[config.mk]
export PLATFORM = sky130hd
export DESIGN_NAME = fu_arbiter_seq_flat
export DESIGN_NICKNAME = d
export VERILOG_FILES = /design/src/rtl/fu_arb_pkg.sv /design/src/rtl/fu_arbiter_seq_if.sv /design/src/rtl/fu_rr_arb2.sv /design/src/rtl/fu_arbiter_seq.sv /design/src/flat_wrapper.sv
export SDC_FILE = /design/constraint.sdc
export NUM_CORES = 1
export LEC_CHECK = 0
export BUFFER_PORTS_ARGS = -buffer_cell sky130_fd_sc_hd__buf_2
export CAP_MARGIN = 20
export CORE_MARGIN = 2
export CORE_UTILIZATION = 40
export DETAILED_ROUTE_END_ITERATION = 10
export GPL_TIMING_DRIVEN = 0
export PLACE_DENSITY_LB_ADDON = 0.2
export SLEW_MARGIN = 20
export SYNTH_ARGS = -nofsm -noshare
export SYNTH_HDL_FRONTEND = slang
export SYNTH_SLANG_ARGS = --single-unit
[constraint.sdc]
create_clock -name CLK -period 1.2 [get_ports CLK]
set_input_delay 0.12 -clock CLK [delete_from_list [all_inputs] [get_ports CLK]]
set_output_delay 0.12 -clock CLK [all_outputs]
set_load 0.1 [all_outputs]
[src/rtl/fu_arb_pkg.sv]
// Shared constants for the function-unit arbiter: FSM encoding, NOP select,
// flag bit positions and requester ids.
package fu_arb_pkg;

  typedef enum logic [1:0] {
    ST_IDLE = 2'd0,
    ST_EXEC = 2'd1,
    ST_RESP = 2'd2
  } state_e;

  localparam logic [4:0] FS_NOP = 5'b00000;

  localparam int FLAG_Z = 3;
  localparam int FLAG_C = 2;
  localparam int FLAG_N = 1;
  localparam int FLAG_V = 0;

  localparam logic REQ0_ID = 1'b0;
  localparam logic REQ1_ID = 1'b1;

  function automatic logic [3:0] pack_flags(input logic z, input logic c,
                                            input logic n, input logic v);
    logic [3:0] f;
    f         = '0;
    f[FLAG_Z] = z;
    f[FLAG_C] = c;
    f[FLAG_N] = n;
    f[FLAG_V] = v;
    return f;
  endfunction

endpackage

[src/rtl/fu_arbiter_seq_if.sv]
// Request, function-unit and response signals of fu_arbiter_seq.
// slave = the arbiter itself, master = requesters/function unit/consumer.
interface fu_arbiter_seq_if #(
  parameter int DW  = 10,
  parameter int FSW = 5,
  parameter int SHW = 5
);
  logic           req0_valid;
  logic           req0_ready;
  logic [DW-1:0]  req0_a;
  logic [DW-1:0]  req0_b;
  logic [FSW-1:0] req0_fs;
  logic [SHW-1:0] req0_sh;

  logic           req1_valid;
  logic           req1_ready;
  logic [DW-1:0]  req1_a;
  logic [DW-1:0]  req1_b;
  logic [FSW-1:0] req1_fs;
  logic [SHW-1:0] req1_sh;

  logic [DW-1:0]  fu_a;
  logic [DW-1:0]  fu_b;
  logic [FSW-1:0] fu_fs;
  logic [SHW-1:0] fu_sh;
  logic [DW-1:0]  fu_f;
  logic           fu_z;
  logic           fu_c;
  logic           fu_n;
  logic           fu_v;

  logic           rsp_valid;
  logic           rsp_ready;
  logic           rsp_id;
  logic [DW-1:0]  rsp_f;
  logic [3:0]     rsp_flags;

  modport slave (
    input  req0_valid, req0_a, req0_b, req0_fs, req0_sh,
    input  req1_valid, req1_a, req1_b, req1_fs, req1_sh,
    output req0_ready, req1_ready,
    output fu_a, fu_b, fu_fs, fu_sh,
    input  fu_f, fu_z, fu_c, fu_n, fu_v,
    output rsp_valid, rsp_id, rsp_f, rsp_flags,
    input  rsp_ready
  );

  modport master (
    output req0_valid, req0_a, req0_b, req0_fs, req0_sh,
    output req1_valid, req1_a, req1_b, req1_fs, req1_sh,
    input  req0_ready, req1_ready,
    input  fu_a, fu_b, fu_fs, fu_sh,
    output fu_f, fu_z, fu_c, fu_n, fu_v,
    input  rsp_valid, rsp_id, rsp_f, rsp_flags,
    output rsp_ready
  );
endinterface

[src/rtl/fu_rr_arb2.sv]
// Two-input grant selection. Round-robin on ties by default;
// FU_ARB_FIXED_PRIORITY_EN makes requester 0 always win a tie.
module fu_rr_arb2 (
  input  logic clk,
  input  logic rst,
  input  logic valid0,
  input  logic valid1,
  input  logic accept,
  output logic grant
);
  import fu_arb_pkg::*;

`ifdef FU_ARB_FIXED_PRIORITY_EN
  logic unused_ok;
  assign unused_ok = ^{clk, rst, accept};

  always_comb begin
    grant = valid0 ? REQ0_ID : (valid1 ? REQ1_ID : REQ0_ID);
  end
`else
  logic last_grant_q, last_grant_d;

  always_comb begin
    grant = REQ0_ID;
    if (valid0 && valid1) grant = ~last_grant_q;
    else if (valid1)      grant = REQ1_ID;
  end

  // Reset to requester 1 so requester 0 takes the first tie.
  always_comb begin
    last_grant_d = last_grant_q;
    if (rst)         last_grant_d = REQ1_ID;
    else if (accept) last_grant_d = grant;
  end

  always_ff @(posedge clk) begin
    last_grant_q <= last_grant_d;
  end
`endif

endmodule

[src/rtl/fu_arbiter_seq.sv]
// Shares one function unit between two requesters: arbitrate, register the
// operands, capture result/flags one cycle later, hold a tagged response.
module fu_arbiter_seq #(
  parameter int DW  = 10,
  parameter int FSW = 5,
  parameter int SHW = 5
) (
  input  logic            CLK,
  input  logic            RESET,
  fu_arbiter_seq_if.slave bus
);
  import fu_arb_pkg::*;

  state_e         state_q, state_d;
  logic [DW-1:0]  fu_a_q, fu_a_d;
  logic [DW-1:0]  fu_b_q, fu_b_d;
  logic [FSW-1:0] fu_fs_q, fu_fs_d;
  logic [SHW-1:0] fu_sh_q, fu_sh_d;
  logic           id_q, id_d;
  logic           rsp_valid_q, rsp_valid_d;
  logic           rsp_id_q, rsp_id_d;
  logic [DW-1:0]  rsp_f_q, rsp_f_d;
  logic [3:0]     rsp_flags_q, rsp_flags_d;

  logic grant;
  logic accept;

  // Ready is only offered in IDLE and never while reset is asserted.
  assign accept = (state_q == ST_IDLE) && !RESET && (bus.req0_valid || bus.req1_valid);

  fu_rr_arb2 u_arb (
    .clk    (CLK),
    .rst    (RESET),
    .valid0 (bus.req0_valid),
    .valid1 (bus.req1_valid),
    .accept (accept),
    .grant  (grant)
  );

  assign bus.req0_ready = accept && (grant == REQ0_ID);
  assign bus.req1_ready = accept && (grant == REQ1_ID);

  always_comb begin
    state_d     = state_q;
    fu_a_d      = fu_a_q;
    fu_b_d      = fu_b_q;
    fu_fs_d     = fu_fs_q;
    fu_sh_d     = fu_sh_q;
    id_d        = id_q;
    rsp_valid_d = rsp_valid_q;
    rsp_id_d    = rsp_id_q;
    rsp_f_d     = rsp_f_q;
    rsp_flags_d = rsp_flags_q;
    if (RESET) begin
      state_d     = ST_IDLE;
      fu_a_d      = '0;
      fu_b_d      = '0;
      fu_fs_d     = FSW'(FS_NOP);
      fu_sh_d     = '0;
      id_d        = REQ0_ID;
      rsp_valid_d = 1'b0;
      rsp_id_d    = 1'b0;
      rsp_f_d     = '0;
      rsp_flags_d = '0;
    end else begin
      case (state_q)
        ST_IDLE: begin
          if (accept) begin
            state_d = ST_EXEC;
            id_d    = grant;
            if (grant == REQ1_ID) begin
              fu_a_d  = bus.req1_a;
              fu_b_d  = bus.req1_b;
              fu_fs_d = bus.req1_fs;
              fu_sh_d = bus.req1_sh;
            end else begin
              fu_a_d  = bus.req0_a;
              fu_b_d  = bus.req0_b;
              fu_fs_d = bus.req0_fs;
              fu_sh_d = bus.req0_sh;
            end
          end
        end
        ST_EXEC: begin
          state_d     = ST_RESP;
          rsp_valid_d = 1'b1;
          rsp_id_d    = id_q;
          rsp_f_d     = bus.fu_f;
          rsp_flags_d = pack_flags(bus.fu_z, bus.fu_c, bus.fu_n, bus.fu_v);
        end
        ST_RESP: begin
          if (bus.rsp_ready) begin
            state_d     = ST_IDLE;
            rsp_valid_d = 1'b0;
          end
        end
        default: state_d = ST_IDLE;
      endcase
    end
  end

  always_ff @(posedge CLK) begin
    state_q     <= state_d;
    fu_a_q      <= fu_a_d;
    fu_b_q      <= fu_b_d;
    fu_fs_q     <= fu_fs_d;
    fu_sh_q     <= fu_sh_d;
    id_q        <= id_d;
    rsp_valid_q <= rsp_valid_d;
    rsp_id_q    <= rsp_id_d;
    rsp_f_q     <= rsp_f_d;
    rsp_flags_q <= rsp_flags_d;
  end

  assign bus.fu_a      = fu_a_q;
  assign bus.fu_b      = fu_b_q;
  assign bus.fu_fs     = fu_fs_q;
  assign bus.fu_sh     = fu_sh_q;
  assign bus.rsp_valid = rsp_valid_q;
  assign bus.rsp_id    = rsp_id_q;
  assign bus.rsp_f     = rsp_f_q;
  assign bus.rsp_flags = rsp_flags_q;

endmodule

[src/flat_wrapper.sv]
// flat-port wrapper written by rule: the top's interface ports become plain ports
module fu_arbiter_seq_flat import fu_arb_pkg::*;
#(
  parameter int DW  = 10,
  parameter int FSW = 5,
  parameter int SHW = 5
)
  (CLK, RESET, bus_req0_valid, bus_req0_a, bus_req0_b, bus_req0_fs, bus_req0_sh, bus_req1_valid, bus_req1_a, bus_req1_b, bus_req1_fs, bus_req1_sh, bus_req0_ready, bus_req1_ready, bus_fu_a, bus_fu_b, bus_fu_fs, bus_fu_sh, bus_fu_f, bus_fu_z, bus_fu_c, bus_fu_n, bus_fu_v, bus_rsp_valid, bus_rsp_id, bus_rsp_f, bus_rsp_flags, bus_rsp_ready);
  fu_arbiter_seq_if #(.DW(DW), .FSW(FSW), .SHW(SHW)) bus_i ();
  input  logic CLK;
  input  logic RESET;
  input wire logic [$bits(bus_i.req0_valid)-1:0] bus_req0_valid;
  input wire logic [$bits(bus_i.req0_a)-1:0] bus_req0_a;
  input wire logic [$bits(bus_i.req0_b)-1:0] bus_req0_b;
  input wire logic [$bits(bus_i.req0_fs)-1:0] bus_req0_fs;
  input wire logic [$bits(bus_i.req0_sh)-1:0] bus_req0_sh;
  input wire logic [$bits(bus_i.req1_valid)-1:0] bus_req1_valid;
  input wire logic [$bits(bus_i.req1_a)-1:0] bus_req1_a;
  input wire logic [$bits(bus_i.req1_b)-1:0] bus_req1_b;
  input wire logic [$bits(bus_i.req1_fs)-1:0] bus_req1_fs;
  input wire logic [$bits(bus_i.req1_sh)-1:0] bus_req1_sh;
  output wire logic [$bits(bus_i.req0_ready)-1:0] bus_req0_ready;
  output wire logic [$bits(bus_i.req1_ready)-1:0] bus_req1_ready;
  output wire logic [$bits(bus_i.fu_a)-1:0] bus_fu_a;
  output wire logic [$bits(bus_i.fu_b)-1:0] bus_fu_b;
  output wire logic [$bits(bus_i.fu_fs)-1:0] bus_fu_fs;
  output wire logic [$bits(bus_i.fu_sh)-1:0] bus_fu_sh;
  input wire logic [$bits(bus_i.fu_f)-1:0] bus_fu_f;
  input wire logic [$bits(bus_i.fu_z)-1:0] bus_fu_z;
  input wire logic [$bits(bus_i.fu_c)-1:0] bus_fu_c;
  input wire logic [$bits(bus_i.fu_n)-1:0] bus_fu_n;
  input wire logic [$bits(bus_i.fu_v)-1:0] bus_fu_v;
  output wire logic [$bits(bus_i.rsp_valid)-1:0] bus_rsp_valid;
  output wire logic [$bits(bus_i.rsp_id)-1:0] bus_rsp_id;
  output wire logic [$bits(bus_i.rsp_f)-1:0] bus_rsp_f;
  output wire logic [$bits(bus_i.rsp_flags)-1:0] bus_rsp_flags;
  input wire logic [$bits(bus_i.rsp_ready)-1:0] bus_rsp_ready;
  assign bus_i.req0_valid = bus_req0_valid;
  assign bus_i.req0_a = bus_req0_a;
  assign bus_i.req0_b = bus_req0_b;
  assign bus_i.req0_fs = bus_req0_fs;
  assign bus_i.req0_sh = bus_req0_sh;
  assign bus_i.req1_valid = bus_req1_valid;
  assign bus_i.req1_a = bus_req1_a;
  assign bus_i.req1_b = bus_req1_b;
  assign bus_i.req1_fs = bus_req1_fs;
  assign bus_i.req1_sh = bus_req1_sh;
  assign bus_req0_ready = bus_i.req0_ready;
  assign bus_req1_ready = bus_i.req1_ready;
  assign bus_fu_a = bus_i.fu_a;
  assign bus_fu_b = bus_i.fu_b;
  assign bus_fu_fs = bus_i.fu_fs;
  assign bus_fu_sh = bus_i.fu_sh;
  assign bus_i.fu_f = bus_fu_f;
  assign bus_i.fu_z = bus_fu_z;
  assign bus_i.fu_c = bus_fu_c;
  assign bus_i.fu_n = bus_fu_n;
  assign bus_i.fu_v = bus_fu_v;
  assign bus_rsp_valid = bus_i.rsp_valid;
  assign bus_rsp_id = bus_i.rsp_id;
  assign bus_rsp_f = bus_i.rsp_f;
  assign bus_rsp_flags = bus_i.rsp_flags;
  assign bus_i.rsp_ready = bus_rsp_ready;
  fu_arbiter_seq #(.DW(DW), .FSW(FSW), .SHW(SHW)) u_core (.CLK(CLK), .RESET(RESET), .bus(bus_i));
endmodule
Yosys cells after proc, flatten, opt, wreduce, memory -nomap -nowiden
Index checks and enable logic that the tools add are counted.
Widths: inputs -> output; s select.
{ "totals": {"input_bits": 79, "ff_bits": 50, "out_inout_bits": 48, "word_cells": 40} }
{ "op_classes": {"eq_ne": 4, "n_mux": 11, "n_reduce_logical": 12, "bitwise": 2} }
{ "op_table": {"columns": ["operator", "n"], "rows": [
  ["$mux 10", 2],
  ["$mux 5", 2],
  ["$pmux 2 s3", 1],
  ["$reduce_and 2->1", 3],
  ["$logic_and 1x1->1", 5],
  ["$mux 2", 2],
  ["$mux 1", 3],
  ["$eq 2x1->1 const B", 1],
  ["$eq 2x2->1 const B", 1],
  ["$logic_not 2->1", 1],
  ["$ne 2x1->1 const B", 1],
  ["$ne 2x2->1 const B", 1],
  ["$not 1->1", 2],
  ["$pmux 1 s2", 1],
  ["$reduce_bool 2->1", 1],
  ["$logic_not 1->1", 1],
  ["$logic_or 1x1->1", 1]
]} }

Logic depth before layout (Yosys ltp)
Gate-level depths: netlist of the first run.
{ "logic_depth": {"ltp_word": 5, "ltp_mapped": 6, "mapped_depth_nobuf": 4} }

Cells and area by module
A second synthesis of the first run with hierarchy kept.
{ "unflattened": {"hier_cells": 228, "hier_area_um2": 2484.9} }
{ "modules_own_cells": {"columns": ["mod", "area_per_inst_um2", "cells_per_inst", "seq_area_each_um2", "instances"], "rows": [
  ["fu_arbiter_seq", 2442.3, 224, 980.9, 1],
  ["fu_rr_arb2", 42.5, 4, 20.0, 1]
]} }

Worst setup path after synthesis of the first run
OpenSTA, ideal clock, no wires.
{ "synth_timing": {"kind": "register to output", "startpoint": "reg u_core.state_q[1]", "endpoint": "out bus_req0_ready", "setup_slack_ps": -937, "stages_incl_launch_ff": 4, "required_ps": 1080, "path_buffers": 0, "arrival_time_ps": 2017, "cell_sequence": "dfxtp_1 > nor3_4 > nand2_2 > nor2_1"} }
{ "synth_via": {"elab_chain_cells": 4} }
{ "synth_lines": {"columns": ["item", "line", "text"], "rows": [
  ["from (decl)", "fu_arbiter_seq.sv:14", "state_e state_q, state_d;"],
  ["from (signal assigned)", "fu_arbiter_seq.sv:103", "state_q <= state_d;"],
  ["$logic_not 2->1", "fu_arbiter_seq.sv:29", "assign accept = (state_q == ST_IDLE) && !RESET && (bus.req0_valid || bus.req1_valid);"],
  ["$logic_and 1x1->1 (2 in series)", "fu_arbiter_seq.sv:29", null],
  ["$logic_and 1x1->1", "fu_arbiter_seq.sv:40", "assign bus.req0_ready = accept && (grant == REQ0_ID);"],
  ["to (decl)", "flat_wrapper.sv:22", "output wire logic [$bits(bus_i.req0_ready)-1:0] bus_req0_ready;"]
]} }
No other way between the ends.

Worst setup path in the final report of the first run
{ "layout_timing": {"startpoint": "reg u_core.state_q[0]", "endpoint": "out bus_req1_ready"} }
{ "layout_via": {"elab_chain_cells": 4} }
{ "layout_lines": {"columns": ["item", "line", "text"], "rows": [
  ["$logic_not 2->1", "fu_arbiter_seq.sv:29", null],
  ["$logic_and 1x1->1 (2 in series)", "fu_arbiter_seq.sv:29", null],
  ["$logic_and 1x1->1", "fu_arbiter_seq.sv:41", "assign bus.req1_ready = accept && (grant == REQ1_ID);"],
  ["to (decl)", "flat_wrapper.sv:23", "output wire logic [$bits(bus_i.req1_ready)-1:0] bus_req1_ready;"]
]} }
No other way between the ends.

==> flow_summary.toml, run 1 <==
[clocking]
cts_sinks = 50
clk_latency_ns = 0.30
root_buffer = "clkbuf_8"
clock_path_buffers = 2
clk_pin_slew_ns = 0.09
cts_tree = "done"
cts_buffers = 5
ctsHoldBuffers = 0
cts.htree.levels = 2

[place]
finalWeightedCongestion = 0.7557
numPortBuffers = 125
post-place-ws_ns = -0.2791
hpwl_um = 4316

[setup_path]
start_kind = "register"
path_max_fanout = 3
cp.arrival_ns = 1.33
crit_slowest_cell = "dfxtp_4"
cp.required_ns = 1.08
endpoint_kind = "output port"
worstPathCellList = "nor3_4, nand3_2, clkinvlp_4, buf_12"
crit_family = "simple AND/OR/NAND/NOR gates"
critPathMaxStageDelay_ns = 0.36
crit_type = "register to output port"
cp.buffers_inverters = 2

[global_route]
antenna_found_initial = 0
grt_pass1_vias = 2251
grt_max_degree = 15
grtUsageTotal = 0.2083
gr-total-overflow = 0
grt_pass1_wl_um = 10470

[logic_synthesis]
synthSimpleGateAreaFrac = 0.1770
synth_warnings = 0
synth_top_family_by_area = "compound AO/OA/AOI/OAI gates"
synth_xor_area_frac = 0
postSynthAreaPerCell_um2 = 8.787
synth_compound_area_frac = 0.3173
syn-num-nets = 342
synth_cell_types = 24
syn-cell-area_um2 = 2311
ys_seq_elements = 50
synthCells = 263
ys_seq_area_frac = 0.4331
synthAdderAreaFrac = 0
synth_mux_area_frac = 0

[floorplan]
die_h_um = 80.01
dieArea_um2 = 6402
start_util = 0.4171
num_io_pins = 127
num_rows = 27
fp.dieW_um = 80.01
core_area_um2 = 5540

[outcome]
failed_checks = "negative setup slack"
status = "finished with violations"

[sta]
drv_slew = 0
whs_ns = 0.03770
finalSetupViolCount = 34
worst_slew_pin_slew_ns = 0.7464
finalCriticalPeriod_ns = 1.453
max_freq_mhz = 688.4
timing.final.ws_setup_ns = -0.2527
hold_violations = 0
finalClockSkew_ns = 0.002744
fin_crit_sh = 1.211
rsz0062_at_grt = "yes"
slew_headroom = 0.5024

[power_and_ir_drop]
power_leakage_nw = 1.632
power_density_nw_per_um2 = 1366
vdd_drop_max_uv = 649.8
power_mw = 5.172

[detailed_routing]
firstDrtPassIters = 4
routed_wl_um = 6584
drtIter0Drc = 79
num_vias = 2405
routed_via_density = 4.928
postRouteAntennaNets = 0
wire_per_inst_um = 13.49
drc = 0

[run]
maxCapViolations = 0

[layout]
layout.nets = 495
antennaDiodeCount = 0
final_layout_size_suffix_gt1_frac = 0.6755
area_growth_pct = 63.78

[min_path]
hp-class = "input pin to register"
## cell families (layout without fill, tap and decap cells)
| kind of cell | after synthesis | in the layout |
|---|---|---|
| compound gates | 83 | 83 |
| buf+inv | 28 | 181 |
| flops | 50 | 50 |
| simple gates | 102 | 102 |
## synthesized netlist by cell type
cell type | n | area share
a211o_1 | 1 | 0.0038
a211oi_1 | 1 | 0.0032
a21bo_2 | 1 | 0.0043
a21boi_2 | 1 | 0.0049
a21oi_1 | 47 | 0.10
a311oi_2 | 30 | 0.19
buf_2 | 10 | 0.022
buf_4 | 1 | 0.0032
buf_6 | 6 | 0.029
clkbuf_1 | 7 | 0.011
clkbuf_2 | 1 | 0.0022
dfxtp_1 | 50 | 0.43
inv_1 | 2 | 0.0032
inv_2 | 1 | 0.0016
nand2_1 | 90 | 0.15
nand2_2 | 1 | 0.0027
nand2b_1 | 1 | 0.0027
nand3_1 | 1 | 0.0022
nor2_1 | 5 | 0.0081
nor2b_1 | 1 | 0.0027
nor3_4 | 1 | 0.0070
o21ai_0 | 2 | 0.0043
or2_0 | 1 | 0.0027
or3_1 | 1 | 0.0027
## cell type report
class                           instances  area [um2]
Inverter                                3       27.53
Tap cell                               72       90.09
Buffer                                 24       195.2
Clock inverter                          2       10.01
Timing Repair Buffer                  147        1030
Clock buffer                            5       68.82
Multi-Input combinational cell        185        1297
Fill cell                             473        1755
Sequential cell                        50        1066
## metal layers
layer	routed length [um]	vias to the layer above	GRT usage
met3	430	10	0.04864
met1	2849	1078	0.2625
li1	-	1221	-
met2	3177	96	0.3450
met5	0	-	0
met4	127	0	0.07627
## cell usage in the layout (no fill, tap or decap), drive strengths merged
cell,Yosys,final
nor3,1,1
clkinv,0,2
nor2,5,5
a211o,1,1
nand2b,1,1
a21oi,47,47
a21boi,1,1
nand2,91,91
nand3,1,1
o21ai,2,2
a211oi,1,1
inv,3,2
clkinvlp,0,1
a21bo,1,1
a311oi,30,30
nor2b,1,1
buf,17,130
or2,1,1
dfxtp,50,50
or3,1,1
clkbuf,8,46
## tightest hold or removal path: cells and delay by family
family,cells,cell delay (ns)
buf+inv,1,0.09
compound gates,1,0.05
simple gates,1,0.04
## flip-flops by register name, summed over array words and instances, names as in the netlist
register	flops
u_core.id_q	1
u_core.bus.rsp_f	10
u_core.bus.rsp_flags	4
u_core.bus.fu_b	10
u_core.u_arb.last_grant_q	1
u_core.bus.rsp_valid	1
u_core.bus.fu_fs	5
u_core.bus.fu_sh	5
u_core.bus.rsp_id	1
u_core.state_q	2
u_core.bus.fu_a	10
## what timing repair did
action	in CTS	in global routing
endpoints found under the setup margin	34	78
gates cloned	3	2
buffers inserted	12	7
pin swaps	4	33
gates resized for setup	36	72
## report_power, final
part	internal (mW)	total, mW	switching, mW
clock	0.393	0.936	0.543
combinational	0.727	2.31	1.58
sequential	1.83	1.93	0.0990
## path summary, 6_finish.rpt
path / slack [ns] / depth (start not counted) / to / startpoint
worst min-delay path: 0.04 / 3 / u_core.bus.rsp_flags[2]$_SDFFE_PP0P_ / bus_fu_c
worst min register to register: 0.45 / 2 / u_core.bus.rsp_f[2]$_SDFFE_PP0P_ / u_core.bus.rsp_f[2]$_SDFFE_PP0P_
worst max-delay path: -0.25 / 4 / bus_req1_ready / u_core.state_q[0]$_SDFFE_PP0P_
worst max register to register: -0.20 / 6 / u_core.bus.fu_sh[2]$_SDFFE_PP0P_ / u_core.state_q[0]$_SDFFE_PP0P_
## through the flow
stage / util / instance area, um2 / setup TNS (ns) / cells
floorplan: - / 2387 / -2.103 / 263
global placement: 0.5601 / 3103 / -6.817 / 460
detailed placement: 0.5601 / 3103 / -6.828 / 460
CTS: 0.6299 / 3490 / -5.084 / 481
global route: 0.6832 / 3785 / -6.696 / 488
finish: 0.6832 / 3785 / -4.620 / 488
Note: power is estimated with default switching activity, not from simulation.
==> run 2: changes to the inputs <==
TNS_END_PERCENT = 30   (was unset)
==> run 2 against run 1 <==
Routed wire length down 2.7%; hold slack better by 0.0065 ns; fmax down 3.2%; cell count fell by 0.41%; largest cell class is now non-clock buffers; critical path depth unchanged; clock power rose by 51%; non-clock buffer count decreased by 3; the flow still finishes with violations (negative setup slack); register-to-register slack is essentially flat; design area decreased by 3.4%; utilization shrank 2.3 points; largest power group unchanged; clock skew grew 0.0011 ns; worst setup slack lost 0.048 ns; critical endpoint unchanged.
==> flow_summary.toml, run 2 (synthesis gave the netlist of run 1 again) <==
[sta]
hold_violations = 0
finalClockSkew_ns = 0.003814
fin_crit_sh = 1.251
finalCriticalPeriod_ns = 1.501
worst_slew_pin_slew_ns = 0.7050
drv_slew = 0
slew_headroom = 0.5300
whs_ns = 0.04425
max_freq_mhz = 666.2
fin_setup_tns_ns = -5.655
rsz0062_at_grt = "yes"
timing.final.ws_setup_ns = -0.3011
finalSetupViolCount = 35

[place]
post-place-ws_ns = -0.2822
hpwl_um = 4354
placed_area_um2 = 3059
numPortBuffers = 125
finalWeightedCongestion = 0.7773
numPlacedInstances = 460

[clocking]
ctsHoldBuffers = 0
cts.htree.levels = 2
clock_path_buffers = 2
clk_pin_slew_ns = 0.09
cts_tree = "done"
cts_buffers = 5
clk_latency_ns = 0.30
cts_sinks = 50
root_buffer = "clkbuf_8"

[detailed_routing]
routed_wl_um = 6405
wl_met2_um = 3087
routed_via_density = 4.940
route.met3.wl_um = 472
drtIter0Drc = 76
firstDrtPassIters = 4
postRouteAntennaNets = 0
route.top_layer_used = "met4"
wire_per_inst_um = 13.18
m1WireLength_um = 2739
num_vias = 2401
drc = 0

[layout]
final_layout_size_suffix_gt1_frac = 0.5531
mostFrequentLayoutCell = "nand2_1"
multi_input_area_um2 = 1184
antennaDiodeCount = 0
layout.nets = 492
fill_cells = 497
final_cell_mix = "nand2_1, buf_2, a21oi_1"
finish.instance_area_um2 = 3657
finish.utilization = 0.6601
area_growth_pct = 58.26
layout.cells.non_filler = 486
seqCellArea_um2 = 1022

[power_and_ir_drop]
vdd_drop_max_uv = 813.8
power_frac_seq = 0.343
p_switching_mw = 2.202
power_leakage_nw = 1.597
pwr-share-clk = 0.255
p_int_mw = 3.330
combPwrFrac = 0.401
power_density_nw_per_um2 = 1513
power_mw = 5.532
switching_share = 0.3980

[min_path]
hp-class = "input pin to register"

[setup_path]
crit_slowest_cell = "dfxtp_4"
path_max_fanout = 6
crit_type = "register to output port"
crit_family = "simple AND/OR/NAND/NOR gates"
cp.required_ns = 1.08
worstPathCellList = "nor3_4, nand3_2, clkinvlp_4, buf_12"
endpoint_kind = "output port"
critPathMaxStageDelay_ns = 0.38
cp.arrival_ns = 1.38
start_kind = "register"
cp.buffers_inverters = 2

[floorplan]
die_h_um = 80.01
num_io_pins = 127
num_rows = 27
fp.dieW_um = 80.01
start_util = 0.4171
core_area_um2 = 5540
dieArea_um2 = 6402

[run]
maxCapViolations = 0

[outcome]
failed_checks = "negative setup slack"
status = "finished with violations"

[global_route]
antenna_found_initial = 0
gr-total-overflow = 0
grt_pass1_vias = 2304
grt_pass1_wl_um = 10360
grtUsageTotal = 0.2039
grt_max_degree = 17
-- run 2: cell types whose count changed in the layout (fill, tap and decap cells not counted), moves of 2 or more --
cell | previous run | this run
bufinv_16 | 0 | 2
buf_4 | 11 | 29
clkbuf_4 | 34 | 28
a21oi_1 | 27 | 42
buf_12 | 7 | 5
buf_2 | 99 | 86
a21oi_4 | 7 | 0
dfxtp_2 | 46 | 11
dfxtp_1 | 2 | 37
a21oi_2 | 13 | 5
clkbuf_2 | 1 | 3
clkinv_2 | 2 | 0
-- run 2: cell type report --
cell class,count,share of cell area
multi-input combinational,185,0.3236
sequential,50,0.2795
timing repair buffer,143,0.2737
buffer,25,0.05337
tap,72,0.02463
clock buffer,5,0.01882
clock inverter,3,0.01882
inverter,3,0.007527
-- run 2: worst min-delay path, delay by kind of cell --
family / cells / cell delay [ns]
AO/OA/AOI/OAI: 1 / 0.05
buffers and inverters: 1 / 0.09
AND/OR/NAND/NOR: 1 / 0.04
-- run 2: power groups by stage --
stage          Sequential, mW  Clock [mW]  Combinational (mW)
2_1_floorplan            2.89           0               0.605
3_3_place_gp             1.93           0                1.92
3_5_place_dp             1.93           0                1.94
4_1_cts                  1.90        1.44                2.15
5_1_grt                  1.92        1.51                2.34
6_report                 1.90        1.41                2.22
-- run 2: per-layer routing --
layer | global-route usage | up-vias
li1 | - | 1217
met1 | 0.2491 | 1091
met4 | 0.06780 | 0
met5 | 0 | -
met3 | 0.05430 | 8
met2 | 0.3458 | 85
-- run 2: timing repair --
action                                 CTS  global route
gates resized for setup                 55            33
endpoints found under the hold margin    0             0
setup buffers                           10             6
pin swaps                               13             5
gates cloned                             4             1
setup endpoints to repair               52            73
-- run 2: worst paths after layout --
| kind | from | end | slack (ns) | cells after the start |
|---|---|---|---|---|
| hold reg to reg | u_core.bus.rsp_f[5]$_SDFFE_PP0P_ | u_core.bus.rsp_f[5]$_SDFFE_PP0P_ | 0.46 | 2 |
| hold / removal | bus_fu_c | u_core.bus.rsp_flags[2]$_SDFFE_PP0P_ | 0.04 | 3 |
| setup reg to reg | u_core.state_q[0]$_SDFFE_PP0P_ | u_core.bus.fu_a[7]$_SDFFE_PP0P_ | -0.21 | 7 |
| setup / recovery | u_core.state_q[0]$_SDFFE_PP0P_ | bus_req1_ready | -0.30 | 4 |
==> run 3: changes to the inputs <==
CORE_UTILIZATION = 44   (was 40)
GPL_ROUTABILITY_DRIVEN = 0   (was unset)
clock period = 1.64 ns   (was 1.2 ns; I/O delays follow)
==> run 3 against run 2 <==
The run now ends clean; sequential cell count unchanged; hold slack improved by 0.041 ns; power is 35% lower; clock-buffer cell count increased by 1; register-to-register slack gained 0.40 ns; non-clock buffer count is 14 lower; largest cell class is now multi-input combinational cells; routed wire length is 9.1% lower; cell count down 3.3%; clock power is 46% lower; design area decreased by 13%; combinational power fell by 36%.
==> flow_summary.toml, run 3 (synthesis gave the netlist of run 1 again) <==
[global_route]
grt_max_degree = 17
antenna_found_initial = 0
grt-busiest-layer = "met2"
gr-total-overflow = 0
grt_pass1_vias = 2189
grtUsageTotal = 0.2015
grt_pass1_wl_um = 9660
met1_usage = 0.2531
grt_util_met3 = 0.04502
gr-usage-met2 = 0.3381

[detailed_routing]
drtIter0Drc = 53
firstDrtPassIters = 4
num_vias = 2317
drc = 0
postRouteAntennaNets = 0
routed_wl_um = 5822
routed_via_density = 4.930
wire_per_inst_um = 12.39

[power_and_ir_drop]
power_leakage_nw = 1.453
power_density_nw_per_um2 = 1122
vdd_drop_max_uv = 516.1
power_mw = 3.569

[layout]
finish.utilization = 0.6267
fill_cells = 491
area_growth_pct = 37.63
mostFrequentLayoutCell = "buf_2"
antennaDiodeCount = 0
final_layout_size_suffix_gt1_frac = 0.4800
final_cell_mix = "buf_2, nand2_1, dfxtp_1"
layout.nets = 478

[sta]
fin_setup_tns_ns = 0
drv_slew = 0
worst_slew_pin_slew_ns = 0.7119
slew_headroom = 0.5254
hold_violations = 0
fin_crit_sh = 0.9795
finalClockSkew_ns = 0.005369
timing.final.ws_setup_ns = 0.03354
whs_ns = 0.08561
finalSetupViolCount = 0
finalCriticalPeriod_ns = 1.606
max_freq_mhz = 622.5

[clocking]
clk_pin_slew_ns = 0.09
clk_latency_ns = 0.30
cts_tree = "done"
clock_path_buffers = 2
root_buffer = "clkbuf_8"
cts_buffers = 5
ctsHoldBuffers = 0
cts.htree.levels = 2
cts_sinks = 50

[place]
post-place-ws_ns = 0.09550
hpwl_um = 4101
numPortBuffers = 125

[setup_path]
rr_worst_depth = 6
start_kind = "register"
path_max_fanout = 7
cp.arrival_ns = 1.44
endpoint_kind = "output port"
worstPathCellList = "nor3_4, nand3_1, inv_1, buf_8"
crit_type = "register to output port"
crit_slowest_cell = "dfxtp_2"
cp.required_ns = 1.48
critPathMaxStageDelay_ns = 0.37

[floorplan]
dieArea_um2 = 5848
die_h_um = 76.47
fp.dieW_um = 76.47
num_rows = 26
core_area_um2 = 5075
start_util = 0.4554
num_io_pins = 127

[run]
maxCapViolations = 0

[min_path]
hold_depth = 3
hp-class = "input pin to register"

[outcome]
status = "complete, no violations"
==> run 3: stage by stage <==
| stage | instances | cell area (um2) |
|---|---|---|
| after detailed placement | 458 | 3032 |
| after global routing | 470 | 3181 |
| after CTS | 468 | 3158 |
| after floorplan | 263 | 2318 |
| after global placement | 458 | 3032 |
| final | 470 | 3181 |
==> run 3: final cells by class <==
class,count,area [um2],share of cell area
Buffer,25,158.9,0.04996
Clock buffer,6,82.58,0.02596
Clock inverter,2,16.27,0.005114
Inverter,3,11.26,0.003541
Multi-Input combinational cell,185,1150,0.3615
Sequential cell,50,1002,0.3151
Tap cell,70,87.58,0.02754
Timing Repair Buffer,129,671.9,0.2113
==> run 3: metal layers <==
layer	routed length, um	part of all wire
met1	2614	0.45
met2	2772	0.48
met3	335	0.058
met4	99	0.017
met5	0	0
==> run 3: what timing repair did <==
action	in CTS	in global routing
setup endpoints to repair	2	2
pin swaps	1	1
buffers inserted	2	2
gates resized for setup	4	4
==> run 3: path summary, 6_finish.rpt <==
path	start	to	slack [ns]
hold / removal	bus_fu_f[1]	u_core.bus.rsp_f[1]$_SDFFE_PP0P_	0.09
setup / recovery	u_core.state_q[0]$_SDFFE_PP0P_	bus_req1_ready	0.03
hold reg to reg	u_core.id_q$_SDFFE_PP0P_	u_core.bus.rsp_id$_SDFFE_PP0P_	0.46
setup reg to reg	u_core.state_q[0]$_SDFFE_PP0P_	u_core.bus.fu_b[7]$_SDFFE_PP0P_	0.19
==> run 3: critical path: cells and delay by family (launching register included) <==
kind                   cells  cell delay [ns]
buffers and inverters      2             0.34
DFF                        1             0.37
and+or+nand+nor            2             0.43
==> run 3: power breakdown <==
group          leakage (nW)  switching, mW  internal, mW
clock network        0.0478          0.416         0.348
registers             0.411         0.0580          1.32
logic                 0.994           1.08         0.345
total                  1.45           1.56          2.01
